## src/rtl/ysyx_22041071_wb_arb_if.sv

```systemverilog
// Bus bundle for the write-back port arbiter: pipeline WB, MDU result,
// regfile write port and ID hazard/stall signals.
interface ysyx_22041071_wb_arb_if #(
  parameter int DEPTH  = 2,
  parameter int DATA_W = 64
);
  localparam int OCC_W = $clog2(DEPTH) + 1;

  logic              pipe_w_en;
  logic [4:0]        pipe_rd;
  logic [DATA_W-1:0] pipe_data;
  logic              mdu_valid;
  logic [4:0]        mdu_rd;
  logic [DATA_W-1:0] mdu_data;
  logic              mdu_ready;
  logic              rf_w_en;
  logic [4:0]        rf_rd;
  logic [DATA_W-1:0] rf_data;
  logic [4:0]        chk_rs1;
  logic [4:0]        chk_rt;
  logic              pend_hit;
  logic              stall_req;
  logic [OCC_W-1:0]  occ;

  modport slave (
    input  pipe_w_en, pipe_rd, pipe_data,
    input  mdu_valid, mdu_rd, mdu_data,
    output mdu_ready,
    output rf_w_en, rf_rd, rf_data,
    input  chk_rs1, chk_rt,
    output pend_hit, stall_req, occ
  );

  modport master (
    output pipe_w_en, pipe_rd, pipe_data,
    output mdu_valid, mdu_rd, mdu_data,
    input  mdu_ready,
    input  rf_w_en, rf_rd, rf_data,
    output chk_rs1, chk_rt,
    input  pend_hit, stall_req, occ
  );
endinterface

```

## src/rtl/ysyx_22041071_wb_arb.sv

```systemverilog
// Regfile write-port arbiter: the pipeline WB stage always wins; MDU results
// wait in an in-order queue and drain into idle slots.
module ysyx_22041071_wb_arb #(
  parameter int DEPTH        = 2,
  parameter int STARVE_LIMIT = 4,
  parameter int AGE_W        = 3,
  parameter int DATA_W       = 64
) (
  input  logic                   clk,
  input  logic                   reset,
  ysyx_22041071_wb_arb_if.slave  io_bus
);

  localparam int PTR_W = $clog2(DEPTH);
  localparam int OCC_W = PTR_W + 1;

  logic [DEPTH-1:0]  r_live;
  logic [4:0]        r_rd   [DEPTH];
  logic [DATA_W-1:0] r_data [DEPTH];
  logic [PTR_W-1:0]  r_head;
  logic [PTR_W-1:0]  r_tail;
  logic [OCC_W-1:0]  r_occ;
  logic [AGE_W-1:0]  r_age;
  logic              r_run;

  logic              w_full;
  logic              w_empty;
  logic              w_ready;
  logic              w_enq;
  logic              w_busy;
  logic              w_head_live;
  logic              w_pop_wr;
  logic              w_pop;
  logic [DEPTH-1:0]  w_kill;
  logic [DEPTH-1:0]  w_live_nxt;
  logic [AGE_W-1:0]  w_age_nxt;
  logic              w_pend;

  function automatic logic [AGE_W-1:0] sat_inc(input logic [AGE_W-1:0] a);
    if (a == AGE_W'(STARVE_LIMIT)) return a;
    else                           return a + AGE_W'(1);
  endfunction

  // readiness comes only from registered state, never from the pop decision
  assign w_full      = (r_occ == OCC_W'(DEPTH));
  assign w_empty     = (r_occ == '0);
  assign w_ready     = r_run & ~w_full;
  assign w_enq       = io_bus.mdu_valid & w_ready & (io_bus.mdu_rd != 5'd0);
  assign w_busy      = io_bus.pipe_w_en & (io_bus.pipe_rd != 5'd0);
  assign w_head_live = ~w_empty & r_live[r_head];
  assign w_pop_wr    = w_head_live & ~w_busy;
  assign w_pop       = (~w_empty & ~r_live[r_head]) | w_pop_wr;

  always_comb begin
    io_bus.rf_w_en = 1'b0;
    io_bus.rf_rd   = 5'd0;
    io_bus.rf_data = '0;
    if (reset) begin
      if (w_busy) begin
        io_bus.rf_w_en = 1'b1;
        io_bus.rf_rd   = io_bus.pipe_rd;
        io_bus.rf_data = io_bus.pipe_data;
      end else if (w_pop_wr) begin
        io_bus.rf_w_en = 1'b1;
        io_bus.rf_rd   = r_rd[r_head];
        io_bus.rf_data = r_data[r_head];
      end
    end
  end

  // a newer pipeline write to the same rd retires every older queued copy
  always_comb begin
    w_kill = '0;
    w_pend = 1'b0;
    for (int i = 0; i < DEPTH; i++) begin
      w_kill[i] = w_busy & r_live[i] & (r_rd[i] == io_bus.pipe_rd);
      if (r_live[i] &&
          (((io_bus.chk_rs1 != 5'd0) && (r_rd[i] == io_bus.chk_rs1)) ||
           ((io_bus.chk_rt  != 5'd0) && (r_rd[i] == io_bus.chk_rt))))
        w_pend = 1'b1;
    end
  end

  always_comb begin
    w_live_nxt = r_live & ~w_kill;
    if (w_pop) w_live_nxt[r_head] = 1'b0;
    if (w_enq) w_live_nxt[r_tail] = 1'b1;
  end

  always_comb begin
    w_age_nxt = r_age;
    if (w_pop || w_empty) w_age_nxt = '0;
    else if (w_head_live) w_age_nxt = sat_inc(r_age);
  end

  always_ff @(posedge clk or negedge reset) begin
    if (!reset) begin
      r_live <= '0;
      r_head <= '0;
      r_tail <= '0;
      r_occ  <= '0;
      r_age  <= '0;
      r_run  <= 1'b0;
    end else begin
      r_run  <= 1'b1;
      r_live <= w_live_nxt;
      r_age  <= w_age_nxt;
      r_occ  <= r_occ + OCC_W'(w_enq) - OCC_W'(w_pop);
      if (w_pop) r_head <= r_head + PTR_W'(1);
      if (w_enq) r_tail <= r_tail + PTR_W'(1);
    end
  end

  // payload storage is qualified by the live bits and carries no reset
  always_ff @(posedge clk) begin
    if (w_enq) begin
      r_rd[r_tail]   <= io_bus.mdu_rd;
      r_data[r_tail] <= io_bus.mdu_data;
    end
  end

  assign io_bus.mdu_ready = w_ready;
  assign io_bus.pend_hit  = w_pend;
  assign io_bus.stall_req = (r_age == AGE_W'(STARVE_LIMIT));
  assign io_bus.occ       = r_occ;

endmodule

```

## src/flat_wrapper.sv

```systemverilog
// flat-port wrapper written by rule: the top's interface ports become plain ports
module ysyx_22041071_wb_arb_flat 
#(
  parameter int DEPTH        = 2,
  parameter int STARVE_LIMIT = 4,
  parameter int AGE_W        = 3,
  parameter int DATA_W       = 64
)
  (clk, reset, io_bus_pipe_w_en, io_bus_pipe_rd, io_bus_pipe_data, io_bus_mdu_valid, io_bus_mdu_rd, io_bus_mdu_data, io_bus_mdu_ready, io_bus_rf_w_en, io_bus_rf_rd, io_bus_rf_data, io_bus_chk_rs1, io_bus_chk_rt, io_bus_pend_hit, io_bus_stall_req, io_bus_occ);
  ysyx_22041071_wb_arb_if #(.DEPTH(DEPTH), .DATA_W(DATA_W)) io_bus_i ();
  input  logic clk;
  input  logic reset;
  input wire logic [$bits(io_bus_i.pipe_w_en)-1:0] io_bus_pipe_w_en;
  input wire logic [$bits(io_bus_i.pipe_rd)-1:0] io_bus_pipe_rd;
  input wire logic [$bits(io_bus_i.pipe_data)-1:0] io_bus_pipe_data;
  input wire logic [$bits(io_bus_i.mdu_valid)-1:0] io_bus_mdu_valid;
  input wire logic [$bits(io_bus_i.mdu_rd)-1:0] io_bus_mdu_rd;
  input wire logic [$bits(io_bus_i.mdu_data)-1:0] io_bus_mdu_data;
  output wire logic [$bits(io_bus_i.mdu_ready)-1:0] io_bus_mdu_ready;
  output wire logic [$bits(io_bus_i.rf_w_en)-1:0] io_bus_rf_w_en;
  output wire logic [$bits(io_bus_i.rf_rd)-1:0] io_bus_rf_rd;
  output wire logic [$bits(io_bus_i.rf_data)-1:0] io_bus_rf_data;
  input wire logic [$bits(io_bus_i.chk_rs1)-1:0] io_bus_chk_rs1;
  input wire logic [$bits(io_bus_i.chk_rt)-1:0] io_bus_chk_rt;
  output wire logic [$bits(io_bus_i.pend_hit)-1:0] io_bus_pend_hit;
  output wire logic [$bits(io_bus_i.stall_req)-1:0] io_bus_stall_req;
  output wire logic [$bits(io_bus_i.occ)-1:0] io_bus_occ;
  assign io_bus_i.pipe_w_en = io_bus_pipe_w_en;
  assign io_bus_i.pipe_rd = io_bus_pipe_rd;
  assign io_bus_i.pipe_data = io_bus_pipe_data;
  assign io_bus_i.mdu_valid = io_bus_mdu_valid;
  assign io_bus_i.mdu_rd = io_bus_mdu_rd;
  assign io_bus_i.mdu_data = io_bus_mdu_data;
  assign io_bus_mdu_ready = io_bus_i.mdu_ready;
  assign io_bus_rf_w_en = io_bus_i.rf_w_en;
  assign io_bus_rf_rd = io_bus_i.rf_rd;
  assign io_bus_rf_data = io_bus_i.rf_data;
  assign io_bus_i.chk_rs1 = io_bus_chk_rs1;
  assign io_bus_i.chk_rt = io_bus_chk_rt;
  assign io_bus_pend_hit = io_bus_i.pend_hit;
  assign io_bus_stall_req = io_bus_i.stall_req;
  assign io_bus_occ = io_bus_i.occ;
  ysyx_22041071_wb_arb #(.DEPTH(DEPTH), .STARVE_LIMIT(STARVE_LIMIT), .AGE_W(AGE_W), .DATA_W(DATA_W)) u_core (.clk(clk), .reset(reset), .io_bus(io_bus_i));
endmodule
```

## config.mk

```make
export PLATFORM = sky130hd
export DESIGN_NAME = ysyx_22041071_wb_arb_flat
export DESIGN_NICKNAME = d
export VERILOG_FILES = /design/src/rtl/ysyx_22041071_wb_arb_if.sv /design/src/rtl/ysyx_22041071_wb_arb.sv /design/src/flat_wrapper.sv
export SDC_FILE = /design/constraint.sdc
export NUM_CORES = 1
export LEC_CHECK = 0
export ABC_AREA = 0
export ABC_CLOCK_PERIOD_IN_PS = 7000
export BUFFER_PORTS_ARGS = -buffer_cell sky130_fd_sc_hd__buf_4
export CAP_MARGIN = 10
export CORE_MARGIN = 5
export CORE_UTILIZATION = 50
export CTS_CLUSTER_SIZE = 14
export DETAILED_ROUTE_END_ITERATION = 10
export PLACE_DENSITY = 0.84
export REMOVE_ABC_BUFFERS = 1
export SYNTH_ARGS = -nofsm -noshare
export SYNTH_HDL_FRONTEND = slang
export SYNTH_SLANG_ARGS = --single-unit
export TNS_END_PERCENT = 30
```

## constraint.sdc

```tcl
create_clock -name clk -period 7 [get_ports clk]
set_input_delay 1.4 -clock clk [delete_from_list [all_inputs] [get_ports clk]]
set_output_delay 1.4 -clock clk [all_outputs]
set_load 0.1 [all_outputs]
```

# Word level (Yosys, flattened, before mapping)
# Memories as Yosys holds them, arrays and structs flattened.
# Cells that the tools add are included.
dict set report totals {
  out_inout_bits 75
  n_memories 2
  mem_bits_rw 138
  regBits 10
  word_cells 89
  romBits 0
  latchBits 0
  inputBits 152
}
# name words word_bits read_ports rd_clocked_by_memory_dff wr line
set memory_table {}
lappend memory_table {u_core.r_data 2 64 1 0 1 ysyx_22041071_wb_arb.sv:19} ;# logic [DATA_W-1:0] r_data [DEPTH];
lappend memory_table {u_core.r_rd 2 5 3 0 1 ysyx_22041071_wb_arb.sv:18} ;# logic [4:0] r_rd [DEPTH];
dict set report classes {
  n_reduce_logical 18
  n_shift 0
  n_mux 24
  n_lt_le_gt_ge 4
  bitwise_logic 21
  div 0
  mul 0
  addsub 5
  n_eq_ne 9
}
# op count
set op_table {}
lappend op_table {{$mux W64} 3}
lappend op_table {{$eq A5 B5 Y1} 6}
lappend op_table {{$reduce_bool A5 Y1} 4}
lappend op_table {{$mux W5} 3}
lappend op_table {{$and A1 B1 Y1} 11}
lappend op_table {{$mux W1} 11}
lappend op_table {{$mux W3} 3}
lappend op_table {{$logic_and A1 B1 Y1} 8}
lappend op_table {{$and A2 B2 Y2} 2}
lappend op_table {{$lt A1 B2 Y1 const B} 2}
lappend op_table {{$mux W2} 2}
lappend op_table {{$not A1 Y1} 4}
lappend op_table {{$not A2 Y2} 2}
lappend op_table {{$add A3 B1 Y3 const B} 1}
lappend op_table {{$eq A3 B3 Y1 const B} 1}
lappend op_table {{$logic_or A1 B1 Y1} 3}
lappend op_table {{$add A1 B1 Y1 const B} 2}
lappend op_table {{$add A2 B1 Y2} 1}
lappend op_table {{$demux W1 S1} 2}
lappend op_table {{$eq A2 B2 Y1 const B} 1}
lappend op_table {{$ge A1 B1 Y1 const B} 2}
lappend op_table {{$logic_not A2 Y1} 1}
lappend op_table {{$ne A2 B1 Y1 const B} 1}
lappend op_table {{$or A2 B2 Y2} 1}
lappend op_table {{4 further kinds} 4}

# Logic depth before layout (Yosys ltp)
# Gate-level depths: netlist of run 1.
dict set report logic_depth {
  ltp_word 10
  depth_mapped 10
  ltp_nobuf 8
}

# Least setup slack after synthesis of run 1
# No wires, ideal clock.
dict set report synth_path {
  kind {register to register}
  from {reg u_core.r_occ[0] (netlist: u_core.io_bus.occ[0])}
  to {mem u_core.r_data[0][0] (enable)}
  setup_ps 506
  period_less_slack_ps 7406
  path_stages_with_launch 5
  arrival_ps 6901
  t_required_ps 6494
  slack_ps -406
  n_path_buf 0
  cell_sequence {dfrtp_1 -> inv_1 -> a21boi_0 -> o211a_1 -> nor2b_1}
}
dict set report synth_via {
  elab_chain_len 7
}
# element line
set synth_lines {}
lappend synth_lines {{start: declaration} ysyx_22041071_wb_arb.sv:22} ;# logic [OCC_W-1:0] r_occ;
lappend synth_lines {{start signal: assignment} ysyx_22041071_wb_arb.sv:108} ;# r_occ <= r_occ + OCC_W'(w_enq) - OCC_W'(w_pop);
lappend synth_lines {{$eq A2 B2 Y1} ysyx_22041071_wb_arb.sv:45} ;# assign w_full = (r_occ == OCC_W'(DEPTH));
lappend synth_lines {{$not A1 Y1} ysyx_22041071_wb_arb.sv:47} ;# assign w_ready = r_run & ~w_full;
lappend synth_lines {{$and A1 B1 Y1} ysyx_22041071_wb_arb.sv:47}
lappend synth_lines {{via io_bus_mdu_ready} flat_wrapper.sv:19} ;# output wire logic [$bits(io_bus_i.mdu_ready)-1:0] io_bus_mdu_ready;
lappend synth_lines {{$and A1 B1 Y1 (2 in a row)} ysyx_22041071_wb_arb.sv:48} ;# assign w_enq = io_bus.mdu_valid & w_ready & (io_bus.mdu_rd != 5'd0);
lappend synth_lines {{via u_core.w_enq} ysyx_22041071_wb_arb.sv:29} ;# logic w_enq;
lappend synth_lines {{$mux W1} ysyx_22041071_wb_arb.sv:116} ;# if (w_enq) begin
lappend synth_lines {{$mux W1 (not written as such)} ysyx_22041071_wb_arb.sv:118} ;# r_data[r_tail] <= io_bus.mdu_data;
lappend synth_lines {{end: declaration} ysyx_22041071_wb_arb.sv:19}
# The timed path passes the listed nets, and every way through them passes these cells.

# Worst setup path after layout of run 1
dict set report layout_path {
  from {in io_bus_pipe_rd[3]}
  to {out io_bus_rf_data[53]}
}
dict set report layout_via {
  elab_chain_len 7
}
# element line
set layout_lines {}
lappend layout_lines {{start: declaration} flat_wrapper.sv:14} ;# input wire logic [$bits(io_bus_i.pipe_rd)-1:0] io_bus_pipe_rd;
lappend layout_lines {{$reduce_bool A5 Y1 (*)} ysyx_22041071_wb_arb.sv:49} ;# assign w_busy = io_bus.pipe_w_en & (io_bus.pipe_rd != 5'd0);
lappend layout_lines {{$and A1 B1 Y1 (*)} ysyx_22041071_wb_arb.sv:49}
lappend layout_lines {{$not A1 Y1} ysyx_22041071_wb_arb.sv:51} ;# assign w_pop_wr = w_head_live & ~w_busy;
lappend layout_lines {{$and A1 B1 Y1} ysyx_22041071_wb_arb.sv:51}
lappend layout_lines {{$mux W64} ysyx_22041071_wb_arb.sv:63} ;# end else if (w_pop_wr) begin
lappend layout_lines {{$mux W64 (*)} ysyx_22041071_wb_arb.sv:59} ;# if (w_busy) begin
lappend layout_lines {{$mux W64 (*)} ysyx_22041071_wb_arb.sv:58} ;# if (reset) begin
lappend layout_lines {{end: declaration} flat_wrapper.sv:22} ;# output wire logic [$bits(io_bus_i.rf_data)-1:0] io_bus_rf_data;
# Every way passes the cells marked *; elsewhere a longest branch is shown, timed or not.

==> results of run 1 <==
## cell usage in the layout (no fill, tap or decap), types with 5 or more instances in the layout
master and n:
buf_4 230, edfxtp_1 138, nor3_1 73, mux2i_1 70
a21oi_1 68, nor2b_1 68, xnor2_1 19, clkbuf_16 17
xor2_1 16, dfrtp_1 9, inv_6 6, inv_1 5
## Yosys cell counts (all sizes together) (5+ instances only)
cell type  count
a21oi         69
buf           15
clkbuf        22
dfrtp         10
edfxtp       138
inv            5
mux2i         70
nor2b         69
nor3          73
o21ai          5
xnor2         19
xor2          16
## report_power, final
group,internal (W),leakage (nW),switching (W)
clock,0.000497,0.272,0.000371
combinational,0.000393,2.07,0.000889
sequential,0.00110,1.38,0.0000918
## kinds of logic (layout without fill, tap and decap cells)
family | after synthesis | count (layout) | share of synthesized area
and+or+nand+nor | 167 | 167 | 0.132
DFF | 148 | 148 | 0.623
AOI/OAI and AO/OA | 81 | 81 | 0.0615
muxes | 71 | 71 | 0.101
buffers and inverters | 42 | 267 | 0.0314
xor gates and xnor gates | 35 | 35 | 0.0434
adders and majority gates | 4 | 4 | 0.00709
other | 1 | 1 | 0.000531
## worst max path at each step
| stage | depth (start not counted) | startpoint | slack (ns) | endpoint |
|---|---|---|---|---|
| final | 8 | io_bus_pipe_rd[3] | 1.72 | io_bus_rf_data[53] |
| after global routing | 8 | io_bus_pipe_rd[3] | 1.54 | io_bus_rf_data[46] |
| after CTS | 8 | io_bus_pipe_rd[3] | 1.75 | io_bus_rf_data[53] |
| after detailed placement | 8 | io_bus_pipe_rd[3] | 1.76 | io_bus_rf_data[59] |
| after global placement | 8 | io_bus_pipe_rd[3] | 1.82 | io_bus_rf_data[54] |
| after floorplan | 4 | u_core.r_head | -2.05 | io_bus_rf_rd[4] |
## routing by layer
metal / up-vias / GRT usage / share of wire
met5: - / 0 / 0
met4: 0 / 0.0513 / 0.0096
met3: 14 / 0.0714 / 0.086
met2: 199 / 0.353 / 0.52
met1: 2417 / 0.234 / 0.38
li1: 2453 / - / -
## metrics by stage
stage	instances	worst slack, ns	area (µm²)	setup TNS [ns]
after floorplan	512	-2.05	6850	-43.41
after global placement	922	1.82	8840	0
after detailed placement	922	1.76	8840	0
after CTS	954	1.75	9410	0
after global routing	954	1.54	9410	0
final	954	1.72	9410	0
## layout make-up
cell class	count	area [µm²]	area share
clock inverters	15	145	0.0154
repair buffers	230	1730	0.184
clock buffers	17	425	0.0452
inverters	5	18.8	0.00199
well taps	180	225	0.0239
flip-flops and latches	148	4400	0.467
multi-input cells	359	2470	0.263
## registers in the layout, indices dropped and copies added (netlist names)
register           flops
u_core.r_data        128
u_core.r_rd           10
u_core.r_age           3
u_core.io_bus.occ      2
u_core.r_live          2
u_core.r_head          1
u_core.r_run           1
u_core.r_tail          1
==> flow_metrics.env, run 1 <==
export IMPL_critPathSlowestCell="or4_1"
export IMPL_grt_max_degree=80
export IMPL_grt_remaining_overflow=0
export IMPL_maxSlewHeadroom=0.361
export IMPL_rsz0062_at_grt="no"
export IMPL_drtAntennaViolNets=0
export IMPL_hold_class="register to register"
export IMPL_yosysWarnings=0
export IMPL_drive_gt1_frac=0.348
export IMPL_hold_buffers=0
export IMPL_synth_async_sr_flop_share=0.0676
export IMPL_cp_end_kind="primary output"
export IMPL_status="complete, no violations"
export IMPL_start_util=0.508
export IMPL_grt_pass1_wl_mm=26.2
export IMPL_drv_slew=0
export IMPL_skew_ns=0.0101
export IMPL_post_drt_via_cell_ratio=5.33
export IMPL_postCtsSetupBuffers=0
export IMPL_drtPass1Iterations=5
export IMPL_holdWs_ns=0.571
export IMPL_antenna_cells=0
export IMPL_yosysSeqAreaShare=0.623
export IMPL_fp_row_count=43
export IMPL_cts_buffers=17
export IMPL_critPathKind="input pin to primary output"
export IMPL_synth_edf_count=138
export IMPL_power_w=0.00335
export IMPL_clock_fmax_mhz=189
export IMPL_min_to="u_core.r_live[1]"
export IMPL_synth_flop_cell="edfxtp_1"
export IMPL_coreArea_um2=13900
export IMPL_yosysTopAreaCell="edfxtp_1"
export IMPL_dieHeight_um=129
export IMPL_setup_viol_count_final=0
export IMPL_tritoncts="built"
export IMPL_pwr_density_cell_nw_per_um2=356
export IMPL_syn2layout_area_growth_pct=33.3
export IMPL_netlist_instances=549
export IMPL_worstMarginPinSlew_ns=0.959
export IMPL_holdPathStages=1
export IMPL_ys_types=33
export IMPL_dieWidth_um=129
export IMPL_ios=227
export IMPL_regToRegSetupSlack_ns=4.16
export IMPL_dp_hpwl_mm=11.5
export IMPL_syn_area_per_cell_um2=12.9
export IMPL_fin_util=0.678
export IMPL_post_cts_resized=0
export IMPL_startpoint_type="input pin"
export IMPL_drv_cap=0
export IMPL_synth_seq_cells=148
export IMPL_crit_top_cell="buf_4"
export IMPL_cts_max_path_buffers=2
export IMPL_via_count=5083
export IMPL_crit_chain="buf_4 -> or4_1 -> o21a_4 -> buf_4 -> nor3_1 -> a21oi_1 -> nor2b_1 -> buf_4"
export IMPL_arrival_ns=3.88
export IMPL_cts_htree_levels=4
export IMPL_crit_buf_inv=3
export IMPL_root_buffer="clkbuf_16"
export IMPL_n_fill_cell=1007
export IMPL_io_buffers=226
export IMPL_gp_congestion=0.848
export IMPL_min_from="u_core.r_live[1]"
export IMPL_grt_pass1_vias=5288
export IMPL_post_route_min_period_ns=5.28
export IMPL_clock_latency_ns=0.42
export IMPL_cts_sinks=148
export IMPL_required_ns=5.60
export IMPL_wl_per_cell_um=17.4
export IMPL_ir_drop_mv=0.200
export IMPL_rr_worst_depth=5
export IMPL_p_leak_nw=3.72
export IMPL_cp_slowest_stage_delay_ns=0.56
export IMPL_synth_top_cells_by_area="edfxtp_1, mux2i_1, nor2b_1, nor3_1, a21oi_1"
export IMPL_route_detailed_drc=0
export IMPL_drt_iter0_markers=297
export IMPL_critPathMaxFanout=71
export IMPL_path_delay_family="simple AND/OR/NAND/NOR gates"
export IMPL_netlist_area_leader_share=0.587
export IMPL_hold_violations=0
export IMPL_fin_crit_sh=0.755
export IMPL_reg2reg_from="u_core.io_bus.occ[0]"
export IMPL_nNetsFinal=917
export IMPL_routed_wl_mm=16.6
export IMPL_syn_cell_area_um2=7060
export IMPL_antenna_found_initial=0
export IMPL_reg2reg_to="u_core.r_data[0][58]"
export IMPL_dieArea_um2=16600
export IMPL_path_clk_slew_ns=0.06
export IMPL_grt_use_total=0.201
Note: power is estimated with default switching activity, not from simulation.
==> run 2: changes to the inputs <==
ABC_CLOCK_PERIOD_IN_PS = 4460   (was 7000)
CORE_UTILIZATION = 46   (was 50)
PLACE_DENSITY = 0.81   (was 0.84)
clock period = 4.46 ns   (was 7 ns; I/O delays follow)
==> run 2 against run 1 <==
  * Setup slack got worse by 1.2 ns
  * Largest power group unchanged
  * Critical endpoint is now io_bus_rf_data[1]
  * Global-route usage decreased by 1.5 points
  * Clock skew decreased by 0.0041 ns
  * Total power increased by 56%
  * Via count increased by 1.0%
  * Design area increased by 0.39%
==> flow_metrics.env, run 2 (synthesized netlist as in run 1, its figures left out) <==
export IMPL_ios=227
export IMPL_startpoint_type="input pin"
export IMPL_grt_use_total=0.186
export IMPL_dieHeight_um=134
export IMPL_clock_latency_ns=0.41
export IMPL_pre_cts_slack_ns=0.516
export IMPL_status="complete, no violations"
export IMPL_largest_reg_flops=128
export IMPL_path_clk_slew_ns=0.05
export IMPL_dieArea_um2=17900
export IMPL_fin_ws_ns=0.501
export IMPL_fin_crit_sh=0.888
export IMPL_cp_slowest_stage_delay_ns=0.55
export IMPL_critPathSlowestCell="or4_1"
export IMPL_start_util=0.466
export IMPL_route_detailed_drc=0
export IMPL_layout_common_cells="buf_4, edfxtp_1, nor3_1"
export IMPL_n_fill_cell=1153
export IMPL_tritoncts="built"
export IMPL_drt_iter0_markers=219
export IMPL_cts_sinks=148
export IMPL_regMostFlops="u_core.r_data"
export IMPL_fin_util=0.624
export IMPL_root_buffer="clkbuf_16"
export IMPL_setup_viol_count_final=0
export IMPL_fp_row_count=45
export IMPL_antenna_cells=0
export IMPL_cts_buffers=17
export IMPL_routed_wl_mm=16.7
export IMPL_hold_violations=0
export IMPL_grt_max_degree=82
export IMPL_reg_largest_list="u_core.r_data x128, u_core.r_rd x10, u_core.r_age x3"
export IMPL_critPathKind="input pin to primary output"
export IMPL_post_route_min_period_ns=3.96
export IMPL_crit_chain="buf_4 -> or4_1 -> o21a_4 -> buf_12 -> nor3_1 -> a21oi_1 -> nor2b_1 -> buf_4"
export IMPL_critPathMaxFanout=81
export IMPL_coreArea_um2=15100
export IMPL_dp_hpwl_mm=11.7
export IMPL_wl_per_cell_um=17.3
export IMPL_drv_slew=0
export IMPL_dieWidth_um=134
export IMPL_post_cts_resized=0
export IMPL_p_leak_nw=3.73
export IMPL_post_drt_via_cell_ratio=5.33
export IMPL_antenna_found_initial=1
export IMPL_cts_htree_levels=4
export IMPL_pwr_density_cell_nw_per_um2=553
export IMPL_crit_top_cell="buf_4"
export IMPL_seqCellArea_um2=4400
export IMPL_required_ns=3.57
export IMPL_postCtsSetupBuffers=0
export IMPL_multi_input_area_um2=2470
export IMPL_syn2layout_area_growth_pct=33.8
export IMPL_ir_drop_mv=0.367
export IMPL_via_count=5135
export IMPL_grt_pass1_vias=5397
export IMPL_grt_pass1_wl_mm=26.3
export IMPL_maxSlewHeadroom=0.268
export IMPL_drtPass1Iterations=4
export IMPL_drive_gt1_frac=0.340
export IMPL_layout_commonest_cell="buf_4"
export IMPL_drtAntennaViolNets=0
export IMPL_rsz0062_at_grt="no"
export IMPL_drv_cap=0
export IMPL_gp_congestion=0.856
export IMPL_hold_class="input pin to asynchronous set/reset pin"
export IMPL_clock_fmax_mhz=253
export IMPL_grt_remaining_overflow=0
export IMPL_cp_end_kind="primary output"
export IMPL_hold_buffers=0
export IMPL_skew_ns=0.00600
export IMPL_cts_max_path_buffers=2
export IMPL_nNetsFinal=920
export IMPL_io_buffers=226
export IMPL_worstMarginPinSlew_ns=1.10
export IMPL_arrival_ns=3.07
[run 2: cell count changes in the layout (fill, tap and decap cells not counted), sizes merged]
| cell | before | now |
|---|---|---|
| buf | 230 | 233 |
| inv | 11 | 5 |
| clkinvlp | 3 | 2 |
| clkbuf | 17 | 20 |
| clkinv | 5 | 7 |
| bufinv | 1 | 2 |
[run 2: final timing paths]
check | endpoint | depth (start not counted) | slack (ns) | start
min reg2reg | u_core.r_tail | 1 | 0.56 | u_core.r_tail
min in group clk | u_core.r_tail | 1 | 0.56 | u_core.r_tail
max in group asynchronous | u_core.r_head | 1 | 3.45 | reset
max | io_bus_rf_data[1] | 8 | 0.50 | io_bus_pipe_rd[3]
min | u_core.r_age[1] | 1 | 0.52 | reset
max reg2reg | u_core.r_data[0][38] | 5 | 1.77 | u_core.io_bus.occ[0]
[run 2: stage by stage]
step	cells	hold WS, ns	TNS, ns	instance area [µm²]	total power (W)
after floorplan	512	0.455	-465.45	6850	0.00344
after global routing	964	0.556	0	9450	0.00547
after detailed placement	933	0.543	0	8900	0.00394
after global placement	933	0.530	0	8900	0.00390
after CTS	964	0.515	0	9450	0.00527
final	964	0.521	0	9450	0.00522
[run 2: metal layers]
layer,track usage,wire length (µm),vias to the layer above,share of wire
li1,-,-,2471,-
met1,0.206,6270,2454,0.38
met2,0.334,8810,174,0.53
met3,0.0623,1210,34,0.073
met4,0.0663,353,2,0.021
met5,0,20,-,0.0012
[run 2: layout make-up]
class,count,area share
Inverter,5,0.00199
Tap cell,188,0.0249
Clock buffer,20,0.0462
Multi-Input combinational cell,359,0.261
Timing Repair Buffer,233,0.188
Clock inverter,11,0.0119
Sequential cell,148,0.466
[run 2: worst max-delay path: cells and delay by family]
family          cells  cell delay, ns
compound gates      2            0.41
buf+inv             3            0.68
simple gates        3            1.00
[run 2: report_power, final]
part,switching (W),internal [W],total [W],leakage (nW)
logic,0.00145,0.000626,0.00208,2.09
clock network,0.000512,0.000812,0.00132,0.260
registers,0.0000850,0.00173,0.00182,1.38
total,0.00205,0.00317,0.00522,3.73
==> run 3: changes to the inputs <==
--- a/constraint.sdc
+++ b/constraint.sdc
@@ -3,2 +3,2 @@
 set_output_delay 0.892 -clock clk [all_outputs]
-set_load 0.1 [all_outputs]
+set_load 0.02 [all_outputs]
==> run 3 against run 2 <==
  * Hold slack improved by 0.025 ns
  * Utilization rose by 0.21 points
  * Die area did not move
  * Maximum frequency rose by 1.0%
  * Clock-buffer cell count fell by 3
  * Setup slack improved by 0.039 ns
  * Total power fell by 9.3%
  * Clock skew rose by 0.0024 ns
  * Critical path depth did not move
  * Critical endpoint is now io_bus_rf_data[53]
  * Largest power group is now sequential cells
==> flow_metrics.env, run 3 (synthesized netlist as in run 1, its figures left out) <==
export IMPL_status="complete, no violations"
export IMPL_drv_cap=0
export IMPL_clock_fmax_mhz=255
export IMPL_grt_max_degree=82
export IMPL_hold_buffers=0
export IMPL_drive_gt1_frac=0.345
export IMPL_via_count=5160
export IMPL_regToRegSetupSlack_ns=1.75
export IMPL_hold_violations=0
export IMPL_grt_pass1_wl_mm=26.7
export IMPL_ir_drop_mv=0.237
export IMPL_power_w=0.00473
export IMPL_regMostFlops="u_core.r_data"
export IMPL_tritoncts="built"
export IMPL_coreArea_um2=15100
export IMPL_root_buffer="clkbuf_16"
export IMPL_fp_row_count=45
export IMPL_critPathSlowestCell="or4_1"
export IMPL_cts_buffers=17
export IMPL_crit_top_cell="buf_4"
export IMPL_seqCellArea_um2=4400
export IMPL_grt_pass1_vias=5355
export IMPL_arrival_ns=3.03
export IMPL_syn2layout_area_growth_pct=34.3
export IMPL_route_detailed_drc=0
export IMPL_gp_congestion=0.857
export IMPL_setup_viol_count_final=0
export IMPL_cp_end_kind="primary output"
export IMPL_crit_buf_inv=3
export IMPL_grt_remaining_overflow=0
export IMPL_placed_area_um2=8890
export IMPL_routed_wl_mm=17.0
export IMPL_fin_crit_sh=0.879
export IMPL_drtAntennaViolNets=0
export IMPL_crit_chain="buf_4 -> or4_1 -> o21a_4 -> buf_12 -> nor3_1 -> a21oi_1 -> nor2b_1 -> buf_4"
export IMPL_critPathKind="input pin to primary output"
export IMPL_io_buffers=226
export IMPL_reg2reg_to="u_core.r_data[0][11]"
export IMPL_reg_largest_list="u_core.r_data x128, u_core.r_rd x10, u_core.r_age x3"
export IMPL_postCtsSetupBuffers=0
export IMPL_maxSlewHeadroom=0.269
export IMPL_dieWidth_um=134
export IMPL_multi_input_area_um2=2470
export IMPL_largest_reg_flops=128
export IMPL_dieHeight_um=134
export IMPL_antenna_found_initial=1
export IMPL_reg2reg_from="u_core.io_bus.occ[0]"
export IMPL_finalSetupTns_ns=0
export IMPL_dieArea_um2=17900
export IMPL_final_cells=964
export IMPL_ios=227
export IMPL_path_delay_family="simple AND/OR/NAND/NOR gates"
export IMPL_rsz0062_at_grt="no"
export IMPL_n_fill_cell=1173
export IMPL_startpoint_type="input pin"
export IMPL_drv_slew=0
export IMPL_worstMarginPinSlew_ns=1.09
export IMPL_rr_worst_depth=5
export IMPL_path_clk_slew_ns=0.06
export IMPL_hold_class="input pin to asynchronous set/reset pin"
export IMPL_start_util=0.466
export IMPL_place_inst=932
export IMPL_required_ns=3.57
export IMPL_layout_common_cells="buf_4, edfxtp_1, nor3_1"
export IMPL_post_route_min_period_ns=3.92
export IMPL_post_cts_resized=0
export IMPL_wl_per_cell_um=17.6
export IMPL_post_drt_via_cell_ratio=5.35
export IMPL_cts_sinks=148
export IMPL_clock_latency_ns=0.41
export IMPL_skew_ns=0.00845
export IMPL_drt_iter0_markers=256
export IMPL_drtPass1Iterations=6
export IMPL_antenna_cells=0
export IMPL_cp_slowest_stage_delay_ns=0.56
export IMPL_cts_max_path_buffers=2
export IMPL_pwr_density_cell_nw_per_um2=499
export IMPL_cts_htree_levels=4
export IMPL_layout_commonest_cell="buf_4"
export IMPL_grt_use_total=0.188
export IMPL_nNetsFinal=919
export IMPL_critPathMaxFanout=81
export IMPL_fin_area_um2=9480
export IMPL_dp_hpwl_mm=11.6
export IMPL_p_leak_nw=3.76
[run 3: per-layer routing]
layer	GRT usage	up-vias	share of wire
met2	0.325	193	0.51
met5	0	-	0.0012
met1	0.219	2475	0.40
met3	0.0634	30	0.070
met4	0.0651	2	0.020
li1	-	2460	-
[run 3: per-stage QoR]
stage,hold WS (ns),util,setup slack [ns]
2_1_floorplan,0.455,-,-2.36
3_3_place_gp,0.530,0.587,0.612
3_5_place_dp,0.537,0.587,0.536
4_1_cts,0.524,0.626,0.523
5_1_grt,0.566,0.626,0.435
6_report,0.545,0.626,0.540
[run 3: power breakdown]
part	switching (W)	internal, W
Clock	0.000536	0.000872
Combinational	0.000881	0.000624
Sequential	0.0000859	0.00173
Total	0.00150	0.00323
[run 3: worst max path at each step]
stage                      start                  to  slack (ns)  cells after the start
2_1_floorplan      u_core.r_head     io_bus_rf_rd[4]       -2.36                      4
3_3_place_gp   io_bus_pipe_rd[3]  io_bus_rf_data[10]        0.61                      8
3_5_place_dp   io_bus_pipe_rd[3]  io_bus_rf_data[10]        0.54                      8
4_1_cts        io_bus_pipe_rd[3]  io_bus_rf_data[10]        0.52                      8
5_1_grt        io_bus_pipe_rd[3]  io_bus_rf_data[10]        0.44                      8
6_report       io_bus_pipe_rd[3]  io_bus_rf_data[53]        0.54                      8
[run 3: final cells by class]
cell class,instances,area share
Clock buffer,17,0.0449
Clock inverter,15,0.0173
Inverter,5,0.00198
Sequential cell,148,0.464
Tap cell,188,0.0248
Timing Repair Buffer,232,0.186
Multi-Input combinational cell,359,0.261
